[src/rtl/mem_port_arbiter_pkg.sv]
// Shared widths, read-source tag encoding and the tag record that travels
// down the read-return pipe of the memory port arbiter.
package mem_port_arbiter_pkg;

    localparam int DATA_W = 32;
    localparam int ADDR_W = 32;
    localparam int BE_W   = DATA_W / 8;

    typedef enum logic {
        SRC_IF = 1'b0,
        SRC_D  = 1'b1
    } src_e;

    typedef struct packed {
        logic valid;
        src_e src;
    } rd_tag_t;

endpackage

[src/rtl/mem_port_arbiter_rd_tag_pipe.sv]
// Fixed-depth shift register that carries {valid, src} alongside each
// outstanding memory read so the returning word reaches the right requester.
module mem_rd_tag_pipe
    import mem_port_arbiter_pkg::*;
#(
    parameter int LOAD_LATENCY = 1
) (
    input  logic    clk,
    input  logic    clr,
    input  rd_tag_t tag_in,
    output rd_tag_t tag_out
);

    if (LOAD_LATENCY < 1) begin : g_bad_latency
        $error("mem_rd_tag_pipe: LOAD_LATENCY must be at least 1");
    end

    rd_tag_t stage_q [LOAD_LATENCY];

    always_ff @(posedge clk) begin
        if (clr) begin
            // NOTE: every stage is cleared, not only the output one; a stale
            // valid bit left mid-pipe would surface as a phantom rvalid later.
            for (int i = 0; i < LOAD_LATENCY; i++) begin
                stage_q[i] <= '0;
            end
        end else begin
            stage_q[0] <= tag_in;
            for (int i = 1; i < LOAD_LATENCY; i++) begin
                stage_q[i] <= stage_q[i-1];
            end
        end
    end

    assign tag_out = stage_q[LOAD_LATENCY-1];

endmodule

[src/rtl/mem_port_arbiter.sv]
// Single-port memory arbiter: data port wins by default, a streak cap bounds
// fetch starvation, read data is steered back using a tag pipe.
module mem_port_arbiter
    import mem_port_arbiter_pkg::*;
#(
    parameter int LOAD_LATENCY    = 1,
    parameter int ACTUAL_ADDR_W   = 13,
    parameter int MAX_DATA_STREAK = 4
) (
    input  logic                     clk,
    input  logic                     rst,
    input  logic                     if_req,
    input  logic [ADDR_W-1:0]        if_addr,
    output logic                     if_gnt,
    output logic                     if_rvalid,
    output logic [DATA_W-1:0]        if_rdata,
    input  logic                     d_req,
    input  logic [BE_W-1:0]          d_we,
    input  logic [ADDR_W-1:0]        d_addr,
    input  logic [DATA_W-1:0]        d_wdata,
    output logic                     d_gnt,
    output logic                     d_rvalid,
    output logic [DATA_W-1:0]        d_rdata,
    output logic [ACTUAL_ADDR_W-1:0] mem_addr,
    output logic [BE_W-1:0]          mem_we,
    output logic [DATA_W-1:0]        mem_wdata,
    input  logic [DATA_W-1:0]        mem_rdata
);

    localparam int STREAK_W = $clog2(MAX_DATA_STREAK + 1);
    localparam logic [STREAK_W-1:0] STREAK_CAP = STREAK_W'(MAX_DATA_STREAK);

    logic [STREAK_W-1:0] streak_q, streak_d;
    logic                pick_d, pick_if;
    logic [ADDR_W-1:0]   grant_addr;
    logic                unused_addr_bits;
    rd_tag_t             tag_in, tag_out;

    always_comb begin
        // NOTE: every output of this block is assigned a default up front so
        // that no path through the conditionals can infer a latch.
        pick_d     = 1'b0;
        pick_if    = 1'b0;
        grant_addr = '0;
        streak_d   = streak_q;

        if (!rst) begin
            pick_d  = d_req && !(if_req && streak_q == STREAK_CAP);
            pick_if = if_req && !pick_d;
        end

        if (pick_d) begin
            grant_addr = d_addr;
        end else if (pick_if) begin
            grant_addr = if_addr;
        end

        // The streak only counts data wins that actually kept a fetch waiting.
        if (!if_req || pick_if) begin
            streak_d = '0;
        end else if (pick_d && streak_q != STREAK_CAP) begin
            streak_d = streak_q + STREAK_W'(1);
        end
    end

    always_ff @(posedge clk) begin
        // NOTE: non-blocking assignment for all clocked state, so every
        // register samples pre-edge values regardless of block ordering.
        if (rst) begin
            streak_q <= '0;
        end else begin
            streak_q <= streak_d;
        end
    end

    assign tag_in.valid = pick_if || (pick_d && d_we == '0);
    assign tag_in.src   = pick_d ? SRC_D : SRC_IF;

    mem_rd_tag_pipe #(
        .LOAD_LATENCY (LOAD_LATENCY)
    ) u_tag_pipe (
        .clk     (clk),
        .clr     (rst),
        .tag_in  (tag_in),
        .tag_out (tag_out)
    );

    assign if_gnt    = pick_if;
    assign d_gnt     = pick_d;
    assign mem_addr  = grant_addr[ACTUAL_ADDR_W-1:0];
    assign mem_we    = pick_d ? d_we : '0;
    assign mem_wdata = d_wdata;

    // Requester addresses are wider than the physical memory; the top bits are dropped.
    assign unused_addr_bits = ^grant_addr[ADDR_W-1:ACTUAL_ADDR_W];

    assign if_rvalid = tag_out.valid && tag_out.src == SRC_IF;
    assign d_rvalid  = tag_out.valid && tag_out.src == SRC_D;
    assign if_rdata  = mem_rdata;
    assign d_rdata   = mem_rdata;

endmodule

[config.mk]
export PLATFORM = sky130hd
export DESIGN_NAME = mem_port_arbiter
export DESIGN_NICKNAME = d
export VERILOG_FILES = /design/src/rtl/mem_port_arbiter_pkg.sv /design/src/rtl/mem_port_arbiter_rd_tag_pipe.sv /design/src/rtl/mem_port_arbiter.sv
export SDC_FILE = /design/constraint.sdc
export NUM_CORES = 1
export LEC_CHECK = 0
export CAP_MARGIN = 25
export CORE_AREA = 8 8 92 94
export CTS_CLUSTER_SIZE = 16
export DETAILED_ROUTE_END_ITERATION = 12
export DIE_AREA = 0 0 100 102
export GPL_TIMING_DRIVEN = 0
export PLACE_DENSITY = 0.76
export REMOVE_ABC_BUFFERS = 1
export SYNTH_ARGS = -nofsm -noshare
export SYNTH_HDL_FRONTEND = slang
export SYNTH_SLANG_ARGS = --single-unit
[constraint.sdc]
create_clock -name clk -period 1.9 [get_ports clk]
set_input_delay 0.38 -clock clk [delete_from_list [all_inputs] [get_ports clk]]
set_output_delay 0.38 -clock clk [all_outputs]
set_load 0.02 [all_outputs]
==> metrics <==
first-pass GRT wire length 12.6 mm; CTS tree built; IO Pins 253; adder-cell share of the synthesized area 2.19%; Die Span Y 102 µm; critical path data required time 1.52 ns; fraction of registers with async set/reset 0%; CP delay by family, top compound AO/OA/AOI/OAI gates; maximum vdd drop 0.173 mV; grt ovf 0; Core Region 7060 µm²; crit path cell chain inv_2, ha_4, a311oi_4, buf_6, a22o_1, buf_6; worst path bufs/invs 3; # rows 31; TritonCTS Buffers 3; dominant cell type by area after synthesis buf_4; CP max-delay cell a311oi_4; failing checks negative setup slack; Die Wd 100 µm; routability cong. 0.847; r2r setup slk 0.62 ns; dominant synthesized flop cell dfxtp_1; Ant. Diodes 0; synth cell count leaders buf_4 (96), a22o_1 (13), and2_1 (7); RSZ-0062 raised after global routing true; final HPWL from detailed placement 10.6 mm; Residual DRC 0; cell mode on critical path buf_6; fin nets 247; endpoints failing hold 0; Routed Antenna Nets 0; CTS Sinks 5; cell area power density 432 nW/µm²; area grow syn2layout 7.24%; vias in the first global route 846; WL/cell 54.6 µm; Critical Path Max Stage Delay 0.39 ns; Synth warnings 0; Synth top area share 63.2%; critical-path maximum fanout 8; slew margin rel. 77.1%; fraction of layout cells with a size suffix above 1 38.0%; initial core utilization 16.2%; Max Fclk 503 MHz; endpoints failing setup 17; Synth cell types 20; initial DRC count 25; Syn Area/Cell 8.09 µm²; instance count of the mapped netlist 141; most frequent cell after synthesis buf_4; Period minus WS final 1.99 ns; maxcap violations 0; post-layout util 17.3%; Seq/Total Area, Yosys 8.77%; Post-Route WL 11.3 mm; post-synthesis mux area share 0.877%; Arrival @ worst endpoint 1.61 ns; worst-margin pin slew 0.343 ns; compound-gate portion of the synthesized area 14.9%; WS Path Type flip-flop to output port; fin. max-slew vios 0; largest family of logic cells by synthesized area buffers and inverters; Max clock buf depth 2; initial antenna violation count 0; Synth Area in Simple Gates 7.13%; clock skew 0.000399 ns; Via density 3.83; Port Buffers 54; Tot GR Track Use 20.8%; status complete, but fails checks; Vias 792; XOR/XNOR Fraction of Synth Area 0%; Post-synth EDFFs 0; WHS 0.519 ns; CP Capture Type output port; worst hold path class flip-flop to flip-flop; pin count of the biggest net entering global routing 16; Tcrit/Tclk final 105%; count of state elements after synthesis 5; Tot Pwr 0.528 mW; worst-skew pair later-pin latency 0.22 ns; root cell of the clock tree clkbuf_8; die footprint 10200 µm²; Pre-Repair DR Iteration Count 3; Setup crit start kind flip-flop; H-tree depth 1; CTS clock-pin slew for the worst setup and hold paths 0.03 ns; Post-Syn Area 1140 µm²; leakage 0.493 nW; Synth area leaders buf_4 (63%), a22o_1 (10%), dfxtp_1 (8.8%), and2_1 (3.8%), a311oi_4 (2.3%); worst setup margin -0.0900 ns
final cells by class:
| class | instances | area [µm²] |
|---|---|---|
| fill | 801 | 5840 |
| timing repair buffer | 61 | 624 |
| multi-input combinational | 35 | 317 |
| tap | 99 | 124 |
| sequential | 5 | 103 |
| clock buffer | 4 | 45.0 |
| inverter | 3 | 11.3 |
layout by cell type, fill, tap and decap left out, types with 2 or more instances in the layout:
cell,count
inv_2,3
clkbuf_8,3
buf_6,20
a22o_1,13
clkdlybuf4s50_1,32
buf_4,3
dfxtp_1,3
nor2_1,2
and2_4,4
dfxtp_2,2
and2_1,3
dlygate4sd2_1,3
power breakdown:
part           total [mW]  leakage [nW]  switching [mW]  internal [mW]
clock network       0.197        0.0228          0.0533          0.144
logic               0.220         0.428          0.0873          0.133
registers           0.111        0.0418         0.00155          0.109
total               0.528         0.493           0.142          0.386
what timing repair did:
action | 4_1_cts | 5_1_grt
gates resized for setup | 124 | 4
hold buffers | 0 | 0
setup buffers | 6 | 0
pin swaps | 8 | 5
endpoints found under the setup margin | 19 | 19
gates cloned | 1 | 0
worst paths after layout:
check / endpoint / cells after the start / start
worst min-delay path: streak_q[0] / 2 / streak_q[0]
worst min register to register: streak_q[0] / 2 / streak_q[0]
worst max register to register: u_tag_pipe.stage_q[0][1] / 5 / streak_q[0]
worst max-delay path: mem_addr[4] / 6 / streak_q[0]
state kept, by name, summed over array words and instances, names as in the netlist:
| register | count |
|---|---|
| u_tag_pipe.stage_q | 2 |
| streak_q | 3 |
cells by family (layout without fill, tap and decap cells):
family / Yosys count / after routing
compound gates: 18 / 18
flops: 5 / 5
fa+ha+maj: 2 / 2
buf+inv: 101 / 68
mux: 1 / 1
simple gates: 14 / 14
worst min-delay path, delay by kind of cell, from the launching register on:
| kind | cells | cell delay (ns) |
|---|---|---|
| flops | 1 | 0.31 |
| buf+inv | 1 | 0.06 |
| simple gates | 1 | 0.11 |
metal layers:
layer	GRT usage (%)	routed length (µm)	up-vias
met4	11.6	666	6
met5	13.3	172	-
met1	5.17	1140	289
li1	-	-	296
met3	25.7	2900	29
met2	42.2	6410	172
metrics by stage:
step                instance area [µm²]  cells  setup TNS, ns  setup slack [ns]
floorplan                           398     43          -2.55            -0.152
global placement                   1060    196         -19.20             -1.06
detailed placement                 1060    196         -19.71             -1.08
CTS                                1220    207          -1.47            -0.101
global route                       1220    207          -2.29            -0.149
finish                             1220    207          -1.15           -0.0900
No activity file was read; power rests on OpenSTA's default activity.
